<file path="src/rtl/pc_ctrl_pkg.sv">
// rtl/pc_ctrl_pkg.sv - shared types and constants for the next-PC sequencer
package pc_ctrl_pkg;

    localparam int XLEN = 32;

    typedef enum logic [1:0] {
        ST_BOOT     = 2'd0,
        ST_RUN      = 2'd1,
        ST_WAIT_ACK = 2'd2
    } pc_state_e;

    localparam logic [1:0] PC_SEL_HOLD = 2'd0;
    localparam logic [1:0] PC_SEL_INC  = 2'd1;
    localparam logic [1:0] PC_SEL_BR   = 2'd2;
    localparam logic [1:0] PC_SEL_TRAP = 2'd3;

endpackage

</file>
<file path="src/rtl/pc_redirect_buf.sv">
// rtl/pc_redirect_buf.sv - pending-redirect register; a trap overwrites a pending branch, never the reverse
module pc_redirect_buf
    import pc_ctrl_pkg::*;
(
    input  logic            i_clk,
    input  logic            i_rst,
    input  logic            i_capture,
    input  logic            i_clear,
    input  logic            i_trap,
    input  logic [XLEN-1:0] i_trap_addr,
    input  logic            i_branch,
    input  logic [XLEN-1:0] i_branch_addr,
    output logic            o_pend_vld,
    output logic            o_pend_trap,
    output logic [XLEN-1:0] o_pend_addr
);

    logic            r_vld;
    logic            r_trap;
    logic [XLEN-1:0] r_addr;

    always_ff @(posedge i_clk) begin
        if (i_rst || i_clear) begin
            r_vld  <= 1'b0;
            r_trap <= 1'b0;
            r_addr <= '0;
        end else if (i_capture) begin
            if (i_trap) begin
                r_vld  <= 1'b1;
                r_trap <= 1'b1;
                r_addr <= i_trap_addr;
            end else if (i_branch && !(r_vld && r_trap)) begin
                r_vld  <= 1'b1;
                r_trap <= 1'b0;
                r_addr <= i_branch_addr;
            end
        end
    end

    assign o_pend_vld  = r_vld;
    assign o_pend_trap = r_trap;
    assign o_pend_addr = r_addr;

endmodule

</file>
<file path="src/rtl/pc_ctrl.sv">
// rtl/pc_ctrl.sv - next-PC sequencer with imem handshake; PC_CTRL_MISALIGN_CHK_EN enables misaligned-branch trapping
module pc_ctrl
    import pc_ctrl_pkg::*;
#(
    parameter logic [XLEN-1:0] RESET_VECTOR = 32'h0000_0000,
    parameter int              PC_INC       = 4
) (
    input  logic            clk_in,
    input  logic            rst_in,
    input  logic [XLEN-1:0] pc_in,
    input  logic            stall_in,
    input  logic            branch_taken_in,
    input  logic [XLEN-1:0] branch_target_in,
    input  logic            trap_in,
    input  logic [XLEN-1:0] trap_vector_in,
    input  logic            imem_ack_in,
    output logic [XLEN-1:0] next_pc_out,
    output logic [1:0]      pc_sel_out,
    output logic            imem_req_out,
    output logic            flush_out
`ifdef PC_CTRL_MISALIGN_CHK_EN
    ,
    output logic            misalign_out
`endif
);

    localparam logic [XLEN-1:0] LP_INC = XLEN'(PC_INC);

    pc_state_e       r_state;
    pc_state_e       w_state_nxt;
    logic            w_pend_vld;
    logic            w_pend_trap;
    logic [XLEN-1:0] w_pend_addr;
    logic            w_capture;
    logic            w_clear;
    logic            w_redir_vld;
    logic            w_redir_trap;
    logic [XLEN-1:0] w_redir_addr;
    logic            w_mis;

    pc_redirect_buf u_redirect_buf (
        .i_clk         (clk_in),
        .i_rst         (rst_in),
        .i_capture     (w_capture),
        .i_clear       (w_clear),
        .i_trap        (trap_in),
        .i_trap_addr   (trap_vector_in),
        .i_branch      (branch_taken_in),
        .i_branch_addr (branch_target_in),
        .o_pend_vld    (w_pend_vld),
        .o_pend_trap   (w_pend_trap),
        .o_pend_addr   (w_pend_addr)
    );

    always_ff @(posedge clk_in) begin
        if (rst_in) begin
            r_state <= ST_BOOT;
        end else begin
            r_state <= w_state_nxt;
        end
    end

    always_comb begin
        w_state_nxt  = r_state;
        next_pc_out  = pc_in;
        pc_sel_out   = PC_SEL_HOLD;
        imem_req_out = 1'b0;
        w_capture    = 1'b0;
        w_clear      = 1'b0;
        w_redir_vld  = 1'b0;
        w_redir_trap = 1'b0;
        w_redir_addr = pc_in;

        case (r_state)
            ST_BOOT: begin
                next_pc_out = RESET_VECTOR;
                w_state_nxt = ST_RUN;
            end
            ST_RUN: begin
                imem_req_out = !stall_in;
                if (trap_in || branch_taken_in) begin
                    w_redir_vld  = 1'b1;
                    w_redir_trap = trap_in;
                    w_redir_addr = trap_in ? trap_vector_in : branch_target_in;
                end else if (!stall_in) begin
                    if (imem_ack_in) begin
                        next_pc_out = pc_in + LP_INC;
                        pc_sel_out  = PC_SEL_INC;
                    end else begin
                        w_state_nxt = ST_WAIT_ACK;
                    end
                end
            end
            ST_WAIT_ACK: begin
                // An issued request stays up until acked, even across stalls
                imem_req_out = 1'b1;
                if (imem_ack_in) begin
                    w_clear     = 1'b1;
                    w_state_nxt = ST_RUN;
                    if (trap_in || branch_taken_in) begin
                        w_redir_vld  = 1'b1;
                        w_redir_trap = trap_in;
                        w_redir_addr = trap_in ? trap_vector_in : branch_target_in;
                    end else if (w_pend_vld) begin
                        w_redir_vld  = 1'b1;
                        w_redir_trap = w_pend_trap;
                        w_redir_addr = w_pend_addr;
                    end else begin
                        next_pc_out = pc_in + LP_INC;
                        pc_sel_out  = PC_SEL_INC;
                    end
                end else begin
                    w_capture = 1'b1;
                end
            end
            default: w_state_nxt = ST_BOOT;
        endcase

`ifdef PC_CTRL_MISALIGN_CHK_EN
        w_mis = w_redir_vld && !w_redir_trap && (w_redir_addr[1:0] != 2'b00);
`else
        w_mis = 1'b0;
`endif

        // A misaligned branch is turned into a trap to the current handler address
        if (w_redir_vld) begin
            if (w_redir_trap || w_mis) begin
                next_pc_out = w_redir_trap ? w_redir_addr : trap_vector_in;
                pc_sel_out  = PC_SEL_TRAP;
            end else begin
                next_pc_out = w_redir_addr;
                pc_sel_out  = PC_SEL_BR;
            end
        end
        flush_out = w_redir_vld;

        if (rst_in) begin
            next_pc_out  = RESET_VECTOR;
            pc_sel_out   = PC_SEL_HOLD;
            imem_req_out = 1'b0;
            flush_out    = 1'b0;
        end
    end

`ifdef PC_CTRL_MISALIGN_CHK_EN
    assign misalign_out = w_mis && !rst_in;
`endif

endmodule
</file>
<file path="config.mk">
export PLATFORM = sky130hd
export DESIGN_NAME = pc_ctrl
export DESIGN_NICKNAME = d
export VERILOG_FILES = /design/src/rtl/pc_ctrl_pkg.sv /design/src/rtl/pc_redirect_buf.sv /design/src/rtl/pc_ctrl.sv
export SDC_FILE = /design/constraint.sdc
export NUM_CORES = 1
export LEC_CHECK = 0
export CAP_MARGIN = 10
export CORE_MARGIN = 2
export CORE_UTILIZATION = 44
export CTS_CLUSTER_SIZE = 16
export DETAILED_ROUTE_END_ITERATION = 8
export GPL_TIMING_DRIVEN = 1
export PLACE_DENSITY = 0.83
export REMOVE_ABC_BUFFERS = 1
export SYNTH_ARGS = -nofsm -noshare
export SYNTH_HDL_FRONTEND = slang
export SYNTH_SLANG_ARGS = --single-unit
</file>
<file path="constraint.sdc">
create_clock -name clk_in -period 2.58 [get_ports clk_in]
set_input_delay 0.516 -clock clk_in [delete_from_list [all_inputs] [get_ports clk_in]]
set_output_delay 0.516 -clock clk_in [all_outputs]
set_load 0.02 [all_outputs]
</file>
==> impl_metrics.toml <==
[status]
status = "finished, violations left"
violations = "setup timing"

[floorplan]
die_h_um = 104.4
pin_count = 138
die-area_mm2 = 0.01090
core_area_mm2 = 0.009774
start_util = 0.4538
die_x_um = 104.4
rows = 36

[synth]
synth_area_leader_cell = "dfxtp_1"
yosys-mux-area-fraction = 0.07250
yosysWarnings = 0
synth_compound_area_frac = 0.4133
synth_top_family_by_area = "compound AO/OA/AOI/OAI gates"
synth_edf_count = 0
netlist_top_cells_count = "nor2_1, a21oi_1, nand2_1"
synth_flop_cell = "dfxtp_1"
synth_top_area_share = 0.1625
netlist_area_mm2 = 0.004436
synthSimpleGateAreaFrac = 0.2539
synthAdderAreaFrac = 0.01410
synth_cell_type_count = 80
synth_xor_area_frac = 0
async_reset_ff_frac = 0
synth.most_common_cell = "nor2_1"
seq_area_frac_synth = 0.1625
synth_seq_cells = 36
synth_area_leaders = "dfxtp_1, mux2i_1, a211oi_1"
avgSynthCellArea_um2 = 7.200
netlist_instances = 616

[routing]
wirelength_um = 25140
first_pass_iters = 9
vias_per_cell = 6.786
drt-initial-drc-count = 961
ant_nets = 0
via_count = 7247
wire_per_inst_um = 23.54
route.detailed.drc = 0

[critical_path]
r2r_slack_ns = 0.46
arrival_ns = 2.62
slowest_delay_ns = 0.58
crit_fanout = 8
cp-start-kind = "primary input"
rr_worst_depth = 10
cp-end-kind = "output pin"
path_cells = "buf_12, or4b_4, a221o_2, buf_8, o211ai_1, a31oi_2, buf_4"
cpMaxStageDelayCell = "or4b_4"
path_class = "in -> out"
worst_ep_required_time_ns = 2.06

[timing]
fmax_mhz = 319.2
finalCriticalPeriod_ns = 3.133
fin_skew_ns = 0.005720
setup_viol = 34
fin_ws_ns = -0.5526
slew_headroom = 0.6283
period_share = 1.214
worst_pin_slew_ns = 0.5528
final_max_slew_viol_count = 0
hold_slack_ns = 0.5055
final-hold-violation-count = 0
rsz0062_at_grt = "true"

[global_route]
grt_pass1_wl_um = 34820
antenna_found_initial = 0
overflow = 0
grt_pass1_vias = 6648
grt_max_degree = 40
track_usage = 0.3954

[hold_path]
hold_path_class = "reg -> reg"
whs_path_depth = 2

[pwr]
power.density_mw_per_mm2 = 696.4
leakage_uw = 0.003427
peakVddDrop_mv = 0.3901
power.total_uw = 5886

[clock_tree]
clk_latency_ns = 0.31
path_clk_slew_ns = 0.08
clock-sinks = 36
cts-root-buf = "clkbuf_8"
tritoncts = "done"
cts_hold_buf = 0
cts_max_level = 2
numCtsBuffers = 5
cts_max_path_buffers = 2

[cells_and_area]
antenna_cells = 0
fin_area_mm2 = 0.008452
synthToLayoutAreaGrowth_pct = 90.55
num-nets-final = 1041
drive_gt1_frac = 0.4663

[place]
placed_cell_area_mm2 = 0.007136
gp_congestion = 1.010
dp_slack_ns = -1.283
hpwl_um = 16100
port-buffer-count = 137

[job]
cap_violations = 0
## path summary, 6_finish.rpt
check	start	end
max	branch_taken_in	next_pc_out[17]
max reg2reg	r_state[0]	u_redirect_buf.o_pend_addr[12]
min reg2reg	u_redirect_buf.o_pend_addr[29]	u_redirect_buf.o_pend_addr[29]
min	u_redirect_buf.o_pend_addr[29]	u_redirect_buf.o_pend_addr[29]
## final cells by class
type                            count  area, µm²
Multi-Input combinational cell    500       4144
Timing Repair Buffer              369       3237
Fill cell                         535       1323
Sequential cell                    36      729.5
Tap cell                          133      166.4
Clock buffer                        8      90.09
Inverter                           22      85.08
## layout by cell type (no fill, tap or decap), types with 9 or more instances in the layout
cell type          n
a21oi_1           40
a211oi_1          30
o21ai_1            9
dfxtp_1           33
mux2i_1           31
nand2_1           34
a222oi_1          13
a31oi_1           13
o21ai_0           26
buf_4            212
buf_6             37
inv_1             19
buf_2             17
a21oi_2           13
nand3_1           11
nor2_1            54
clkdlybuf4s50_1   78
## power breakdown
part	leakage, µW	switching (µW)	internal, µW
Clock	0.0000455	248	219
Sequential	0.000293	59.0	638
Combinational	0.00309	2480	2250
Total	0.00343	2780	3100
## metrics by stage
step / cells / setup TNS, ns / utilization
after floorplan: 558 / -54.25 / -
after global placement: 1011 / -39.01 / 0.7300
after detailed placement: 1011 / -39.41 / 0.7300
after CTS: 1041 / -8.959 / 0.7929
after global routing: 1068 / -12.08 / 0.8647
final: 1068 / -10.49 / 0.8647
## what timing repair did
| item | CTS | global route |
|---|---|---|
| pin swaps | 47 | 48 |
| endpoints found under the setup margin | 36 | 36 |
| setup buffers | 21 | 30 |
| gates cloned | 1 | 2 |
| resized for setup | 374 | 116 |
## worst max-delay path, delay by kind of cell
family,cells,cell delay (ns)
compound gates,3,1.03
simple gates,1,0.58
buf+inv,3,0.49
## cell families (layout without fill, tap and decap cells)
logic type,Yosys count,in the layout
AO/OA/AOI/OAI,250,250
AND/OR/NAND/NOR,213,213
buffers and inverters,80,399
flip-flops,36,36
multiplexers,32,32
adder cells (fa/ha/maj),5,5
## sequential cells by signal, indices dropped and copies added, names as in the netlist
name                        count
u_redirect_buf.o_pend_addr     32
r_state                         2
u_redirect_buf.o_pend_trap      1
u_redirect_buf.o_pend_vld       1
## per-layer routing
layer	vias to the layer above	routed length [µm]	part of all wire	GRT usage
li1	3051	-	-	-
met1	3438	9337	0.37	0.4994
met2	588	11520	0.46	0.6601
met3	170	2650	0.11	0.06642
met4	0	1630	0.065	0.1708
met5	-	0	0	0
Power figures use the tool's default switching activity.
